==> src/rtl/ocx_afu_cmd_credit_queue.sv <==
// AFU command queue with TLX command/data credit tracking; issues head commands when credits allow and forwards write flits in order.
// Optional stall statistics counter enabled by OCX_CMD_CREDIT_STATS_EN.
module ocx_afu_cmd_credit_queue #(
  parameter int CMD_FIFO_DEPTH = 8,
  parameter int MISC_W         = 128
) (
  input  logic              clock,
  input  logic              reset,
  input  logic              up_cmd_valid,
  output logic              up_cmd_ready,
  input  logic [7:0]        up_cmd_opcode,
  input  logic [15:0]       up_cmd_afutag,
  input  logic [67:0]       up_cmd_ea_or_obj,
  input  logic [1:0]        up_cmd_dl,
  input  logic              up_cmd_has_data,
  input  logic [MISC_W-1:0] up_cmd_misc,
  input  logic              up_data_valid,
  output logic              up_data_ready,
  input  logic [511:0]      up_data_bus,
  input  logic              up_data_bdi,
  input  logic [3:0]        tlx_afu_cmd_initial_credit,
  input  logic [5:0]        tlx_afu_cmd_data_initial_credit,
  input  logic              tlx_afu_cmd_credit,
  input  logic              tlx_afu_cmd_data_credit,
  output logic              afu_tlx_cmd_valid,
  output logic [7:0]        afu_tlx_cmd_opcode,
  output logic [15:0]       afu_tlx_cmd_afutag,
  output logic [67:0]       afu_tlx_cmd_ea_or_obj,
  output logic [1:0]        afu_tlx_cmd_dl,
  output logic [MISC_W-1:0] afu_tlx_cmd_misc,
  output logic              afu_tlx_cdata_valid,
  output logic [511:0]      afu_tlx_cdata_bus,
  output logic              afu_tlx_cdata_bdi,
  output logic              credit_err
`ifdef OCX_CMD_CREDIT_STATS_EN
  ,
  output logic [31:0]       stall_cnt
`endif
);
  localparam int AW = $clog2(CMD_FIFO_DEPTH);

  typedef struct packed {
    logic [7:0]        opcode;
    logic [15:0]       afutag;
    logic [67:0]       ea;
    logic [1:0]        dl;
    logic              has_data;
    logic [MISC_W-1:0] misc;
  } cmd_t;

  typedef enum logic {LOAD, RUN} state_t;

  state_t          state_q, state_d;
  logic            run;
  cmd_t            mem_q [CMD_FIFO_DEPTH];
  logic [AW-1:0]   wr_ptr_q, rd_ptr_q;
  logic [AW:0]     cnt_q, cnt_d;
  logic            ready_q, ready_d;
  logic [4:0]      cmd_cr_q, cmd_cr_d;
  logic [6:0]      dat_cr_q, dat_cr_d;
  logic            err_q, err_d;
  logic [2:0]      owed_q, owed_d;
  logic            iss_vld_q, cmd_vld_q;
  cmd_t            iss_q, out_q;
  logic            cdata_vld_q, cdata_bdi_q;
  logic [511:0]    cdata_bus_q;
  cmd_t            head, up_cmd;
  logic [2:0]      f_head, dat_use;
  logic            head_vld, issue, push, dacc;
  logic [5:0]      cmd_sum;
  logic [7:0]      dat_sum;

  function automatic logic [2:0] flits(input logic hd, input logic [1:0] dl);
    if (!hd) return 3'd0;
    case (dl)
      2'd2:    return 3'd2;
      2'd3:    return 3'd4;
      default: return 3'd1;
    endcase
  endfunction

  // FSM: state register / next state / outputs
  always_ff @(posedge clock) begin
    if (reset) state_q <= LOAD;
    else       state_q <= state_d;
  end

  always_comb begin
    state_d = RUN;
  end

  always_comb begin
    run           = (state_q == RUN);
    up_cmd_ready  = ready_q;
    up_data_ready = run && (owed_q != 3'd0);
  end

  assign up_cmd  = '{opcode: up_cmd_opcode, afutag: up_cmd_afutag, ea: up_cmd_ea_or_obj,
                     dl: up_cmd_dl, has_data: up_cmd_has_data, misc: up_cmd_misc};
  assign head     = mem_q[rd_ptr_q];
  assign f_head   = flits(head.has_data, head.dl);
  assign head_vld = run && (cnt_q != '0);
  assign issue    = head_vld && (cmd_cr_q != 5'd0) && (dat_cr_q >= {4'd0, f_head}) &&
                    ((f_head == 3'd0) || (owed_q == 3'd0));
  assign push     = up_cmd_valid && ready_q;
  assign dacc     = up_data_valid && up_data_ready;
  assign dat_use  = issue ? f_head : 3'd0;

  always_comb begin
    cnt_d   = cnt_q + {{AW{1'b0}}, push} - {{AW{1'b0}}, issue};
    ready_d = (state_d == RUN) && (cnt_d != CMD_FIFO_DEPTH[AW:0]);
    owed_d  = owed_q + dat_use - {2'd0, dacc};
  end

  // consume and return fold into one update so simultaneous events cancel
  always_comb begin
    cmd_sum  = {1'b0, cmd_cr_q} - {5'd0, issue} + {5'd0, tlx_afu_cmd_credit};
    dat_sum  = {1'b0, dat_cr_q} - {5'd0, dat_use} + {7'd0, tlx_afu_cmd_data_credit};
    cmd_cr_d = cmd_sum[4:0];
    dat_cr_d = dat_sum[6:0];
    err_d    = err_q;
    if (!run) begin
      cmd_cr_d = {1'b0, tlx_afu_cmd_initial_credit};
      dat_cr_d = {1'b0, tlx_afu_cmd_data_initial_credit};
    end else begin
      if (cmd_sum > 6'd16) begin cmd_cr_d = 5'd16; err_d = 1'b1; end
      if (dat_sum > 8'd64) begin dat_cr_d = 7'd64; err_d = 1'b1; end
    end
  end

  always_ff @(posedge clock) begin
    if (push) mem_q[wr_ptr_q] <= up_cmd;
  end

  always_ff @(posedge clock) begin
    if (reset) begin
      wr_ptr_q    <= '0;
      rd_ptr_q    <= '0;
      cnt_q       <= '0;
      ready_q     <= 1'b0;
      cmd_cr_q    <= '0;
      dat_cr_q    <= '0;
      err_q       <= 1'b0;
      owed_q      <= '0;
      iss_vld_q   <= 1'b0;
      iss_q       <= '0;
      cmd_vld_q   <= 1'b0;
      out_q       <= '0;
      cdata_vld_q <= 1'b0;
      cdata_bus_q <= '0;
      cdata_bdi_q <= 1'b0;
    end else begin
      if (push)  wr_ptr_q <= wr_ptr_q + 1'b1;
      if (issue) rd_ptr_q <= rd_ptr_q + 1'b1;
      cnt_q     <= cnt_d;
      ready_q   <= ready_d;
      cmd_cr_q  <= cmd_cr_d;
      dat_cr_q  <= dat_cr_d;
      err_q     <= err_d;
      owed_q    <= owed_d;
      iss_vld_q <= issue;
      if (issue) iss_q <= head;
      cmd_vld_q <= iss_vld_q;
      if (iss_vld_q) out_q <= iss_q;
      cdata_vld_q <= dacc;
      if (dacc) begin
        cdata_bus_q <= up_data_bus;
        cdata_bdi_q <= up_data_bdi;
      end
    end
  end

`ifdef OCX_CMD_CREDIT_STATS_EN
  logic [31:0] stall_cnt_q;
  always_ff @(posedge clock) begin
    if (reset)                  stall_cnt_q <= '0;
    else if (head_vld && !issue) stall_cnt_q <= stall_cnt_q + 32'd1;
  end
  assign stall_cnt = stall_cnt_q;
`endif

  assign afu_tlx_cmd_valid     = cmd_vld_q;
  assign afu_tlx_cmd_opcode    = out_q.opcode;
  assign afu_tlx_cmd_afutag    = out_q.afutag;
  assign afu_tlx_cmd_ea_or_obj = out_q.ea;
  assign afu_tlx_cmd_dl        = out_q.dl;
  assign afu_tlx_cmd_misc      = out_q.misc;
  assign afu_tlx_cdata_valid   = cdata_vld_q;
  assign afu_tlx_cdata_bus     = cdata_bus_q;
  assign afu_tlx_cdata_bdi     = cdata_bdi_q;
  assign credit_err            = err_q;

  logic unused_ok;
  assign unused_ok = out_q.has_data;
endmodule

==> config.mk <==
export PLATFORM = sky130hd
export DESIGN_NAME = ocx_afu_cmd_credit_queue
export DESIGN_NICKNAME = d
export VERILOG_FILES = /design/src/rtl/ocx_afu_cmd_credit_queue.sv
export SDC_FILE = /design/constraint.sdc
export NUM_CORES = 2
export LEC_CHECK = 0
export ABC_CLOCK_PERIOD_IN_PS = 37800
export CAP_MARGIN = 5
export CELL_PAD_IN_SITES_DETAIL_PLACEMENT = 0
export CELL_PAD_IN_SITES_GLOBAL_PLACEMENT = 1
export CORE_AREA = 3 3 585 587
export DETAILED_ROUTE_END_ITERATION = 8
export DIE_AREA = 0 0 588 590
export HOLD_SLACK_MARGIN = 0.12
export PLACE_DENSITY_LB_ADDON = 0.3
export SYNTH_ARGS = -nofsm -noshare
export SYNTH_HDL_FRONTEND = slang
export SYNTH_SLANG_ARGS = --single-unit
==> constraint.sdc <==
create_clock -name clock -period 37.8 [get_ports clock]
set_input_delay 7.56 -clock clock [delete_from_list [all_inputs] [get_ports clock]]
set_output_delay 7.56 -clock clock [all_outputs]
set_load 0.005 [all_outputs]
==> flow_summary.ini <==
[clocking]
clkSinkCount = 2775
clock_transition_at_path_regs_ps = 60
clock_tree.htree_level_count = 5
worst_skew_pair.late_latency_ps = 920
cts_tree = yes
cts.path.max_buffers = 4
cts-hold-fix-buffers = 0
clock_buffers_created_by_tritoncts = 315
cts_setup_buffers = 0
cts_repair_resize_count = 0
clk_root_buffer_cell = clkbuf_16

[critical_path]
crit_slowest_cell = buf_4
critPathKind = input pin to flip-flop
critical_path.max_fanout = 201
crit_chain = clkdlybuf4s50_1 > nand3_4 > inv_8 > buf_12 > buf_4 > buf_4 > buf_4 > nand2_1 > a21oi_1
critical_path_required_ps = 38600
crit_path_end = afu_tlx_cdata_bus[196]$_SDFFE_PP0P_
critPathArrivalTime_ps = 12590
critical_path_depth = 9
rr_worst_depth = 21
timing.critical_path.buf_inv = 6
cp_slowest_stage_delay_ps = 800
critical_path.endpoint_type = flip-flop
critPathTopFamily = buffers and inverters
critical_path.most_common_cell = buf_4
worst_setup_path_startpoint = up_data_valid
timing.reg2reg.setup_slack_ps = 31020
rr_endpoint = credit_err$_SDFFE_PP0P_
cp-start-kind = input pin

[sta]
final_min_period_over_clock_period = 0.312
report.final.hold_viol_count = 0
setup_violations = 0
totalNegativeSetupSlack_ps = 0
finalHoldWorstSlack_ps = 453
fin_worst_skew_ps = 79.6
clock.fmax_mhz = 84.8
rsz0062_at_grt = false
post-route-min-period_ps = 11790
worst_slew_margin_rel = 0.0587
layout_setup_ws_ps = 26010
finalMaxSlewViolations = 0
worst_slew_pin_slew_ps = 1410

[drt]
wire_per_inst_um = 33.6
pre_repair_dr_iteration_count = 5
postRouteAntennaNets = 0
via_per_inst = 4.96
drc_errors = 0
drt_wl_total_um = 434000
dr_total_vias = 64102
first_iter_violations = 5736

[floorplan]
floorplan.io_pins = 1492
area_inside_the_core_boundary_mm2 = 0.337
die_x_um = 588
fp.dieArea_mm2 = 0.347
start_util = 0.301
std_cell_rows = 213
fp.dieH_um = 590

[global_routing]
wire_length_of_the_first_global_routing_pass_um = 573000
maximum_number_of_pins_on_one_net_before_global_route_repair = 218
grt_antenna_before_repair = 361
vias_in_the_first_global_route = 62498
grt.overflow.total = 0
groute.usage.overall = 0.242

[logic_synthesis]
yosysSeqAreaShare = 0.723
area_of_the_mapped_netlist_mm2 = 0.102
post_synth_inst_count = 6539
asyncSetResetFlopFracSynth = 0
synth.distinct_cells = 52
synthFlopType = edfxtp_1
synth_fp_nets = 7327
synthesis.area_per_instance_um2 = 15.5
synth_enable_flop_cells = 1784
synth.ff_latch_count = 2775
yosys_warnings = 0

[final_layout]
seq_area_mm2 = 0.0734
design.final.nets = 8790
layout_commonest_cell = edfxtp_1
mostFrequentLayoutCells = 1784 x edfxtp_1, 1490 x clkdlybuf4s50_1, 1046 x nand2_1
post_route_cells_drive_above_1_share = 0.136
syn_to_final_growth_pct = 30.3
final-instance-count-excl-fill = 12914
filler_cell_count = 31628
multi_input_gate_area_in_the_final_layout_mm2 = 0.0263
fin_util = 0.393

[placed_design]
dpl.cell_count = 12200
globalplace.congestion = 1.00
hpwlAfterDp_um = 314000
port_buffers = 1491
dp_worst_setup_slack_ps = 25020

[min_path]
timing.hold.worst.class = flip-flop to flip-flop

[pwr]
leakagePower_nw = 41.0
worst_ir_drop_vdd_mv = 0.0389
cellPowerDensity_mw_per_mm2 = 60.3

[job]
timing.max_cap.violations = 0

[status]
outcome = complete, no violations
## Yosys cell counts, types with 3 or more instances
| cell type | count | share of area |
|---|---|---|
| o21ai_0 | 7 | 0.00034 |
| nor2_1 | 473 | 0.017 |
| buf_4 | 19 | 0.0014 |
| nand2b_1 | 7 | 0.00043 |
| buf_2 | 25 | 0.0012 |
| nor3b_1 | 7 | 0.00052 |
| mux2i_1 | 447 | 0.044 |
| a21oi_1 | 526 | 0.026 |
| a21o_1 | 3 | 0.00022 |
| xor2_1 | 6 | 0.00052 |
| nor3_1 | 9 | 0.00044 |
| a211oi_1 | 131 | 0.0097 |
| a32oi_1 | 3 | 0.00026 |
| mux4_2 | 447 | 0.099 |
| a211oi_2 | 90 | 0.011 |
| buf_6 | 10 | 0.0011 |
| nand2_1 | 1046 | 0.039 |
| nand3_1 | 10 | 0.00049 |
| xnor2_1 | 10 | 0.00086 |
| ha_1 | 32 | 0.0039 |
| fa_1 | 4 | 0.00079 |
| buf_1 | 49 | 0.0018 |
| a31oi_1 | 6 | 0.00037 |
| dfxtp_1 | 991 | 0.20 |
| clkbuf_1 | 321 | 0.012 |
| nor2b_1 | 7 | 0.00043 |
| inv_1 | 34 | 0.0013 |
| edfxtp_1 | 1784 | 0.53 |
## kinds of logic (layout without fill, tap and decap cells)
family / Yosys count / count (layout) / synth area share
adders and majority gates: 36 / 36 / 0.00473
muxes: 896 / 896 / 0.143
and+or+nand+nor: 1573 / 1573 / 0.0595
buffers and inverters: 460 / 2191 / 0.0188
AOI/OAI and AO/OA: 783 / 783 / 0.0494
other: 0 / 129 / 0
DFF: 2775 / 2775 / 0.723
xor gates and xnor gates: 16 / 16 / 0.00138
## layout make-up
type	instances	share of cell area
antenna	129	0.00244
sequential	2775	0.555
multi-input combinational	3304	0.199
tap	4515	0.0427
inverter	36	0.00120
timing repair buffer	1570	0.119
clock buffer	429	0.0665
clock inverter	156	0.0141
## worst min-delay path, stage by stage, from the launching register on
cell	delay, ps
dfxtp_1	310
nand2_1	50
a21oi_1	50
## stage by stage
stage / power [mW] / instance area (um^2)
after floorplan: 4.42 / 102000
after global placement: 4.90 / 121000
after detailed placement: 4.92 / 121000
after CTS: 8.09 / 132000
after global routing: 8.30 / 132000
final: 7.98 / 132000
## worst min path at each step
stage | startpoint | to | slack, ps | cells past startpoint
after global routing | afu_tlx_cdata_bus[183]$_SDFFE_PP0P_ | afu_tlx_cdata_bus[183]$_SDFFE_PP0P_ | 470 | 2
after CTS | afu_tlx_cdata_bus[183]$_SDFFE_PP0P_ | afu_tlx_cdata_bus[183]$_SDFFE_PP0P_ | 450 | 2
after detailed placement | afu_tlx_cdata_bus[183]$_SDFFE_PP0P_ | afu_tlx_cdata_bus[183]$_SDFFE_PP0P_ | 450 | 2
final | afu_tlx_cdata_bus[194]$_SDFFE_PP0P_ | afu_tlx_cdata_bus[194]$_SDFFE_PP0P_ | 450 | 2
after floorplan | afu_tlx_cdata_bdi$_SDFFE_PP0P_ | afu_tlx_cdata_bdi$_SDFFE_PP0P_ | 450 | 2
after global placement | afu_tlx_cdata_bus[161]$_SDFFE_PP0P_ | afu_tlx_cdata_bus[161]$_SDFFE_PP0P_ | 440 | 2
## where the power goes
part / switching (mW) / internal [mW]
logic: 0.705 / 0.576
registers: 0.117 / 3.44
clock network: 1.30 / 1.84
## layer usage
metal | vias up | part of all wire | GRT usage
met5 | - | 0.0012 | 0
met4 | 80 | 0.056 | 0.113
met3 | 915 | 0.089 | 0.0743
met2 | 2853 | 0.46 | 0.388
met1 | 32772 | 0.39 | 0.300
li1 | 27482 | - | -
## sequential cells by signal (all words and copies together), names as in the netlist, 4 cells and up, named ones only
signal                 cells
iss_q                    222
afu_tlx_cmd_opcode         8
afu_tlx_cmd_misc         128
afu_tlx_cdata_bus        512
dat_cr_q                   7
cnt_q                      4
afu_tlx_cmd_afutag        16
cmd_cr_q                   5
mem_q                   1784
afu_tlx_cmd_ea_or_obj     68
Power figures use the tool's default switching activity.
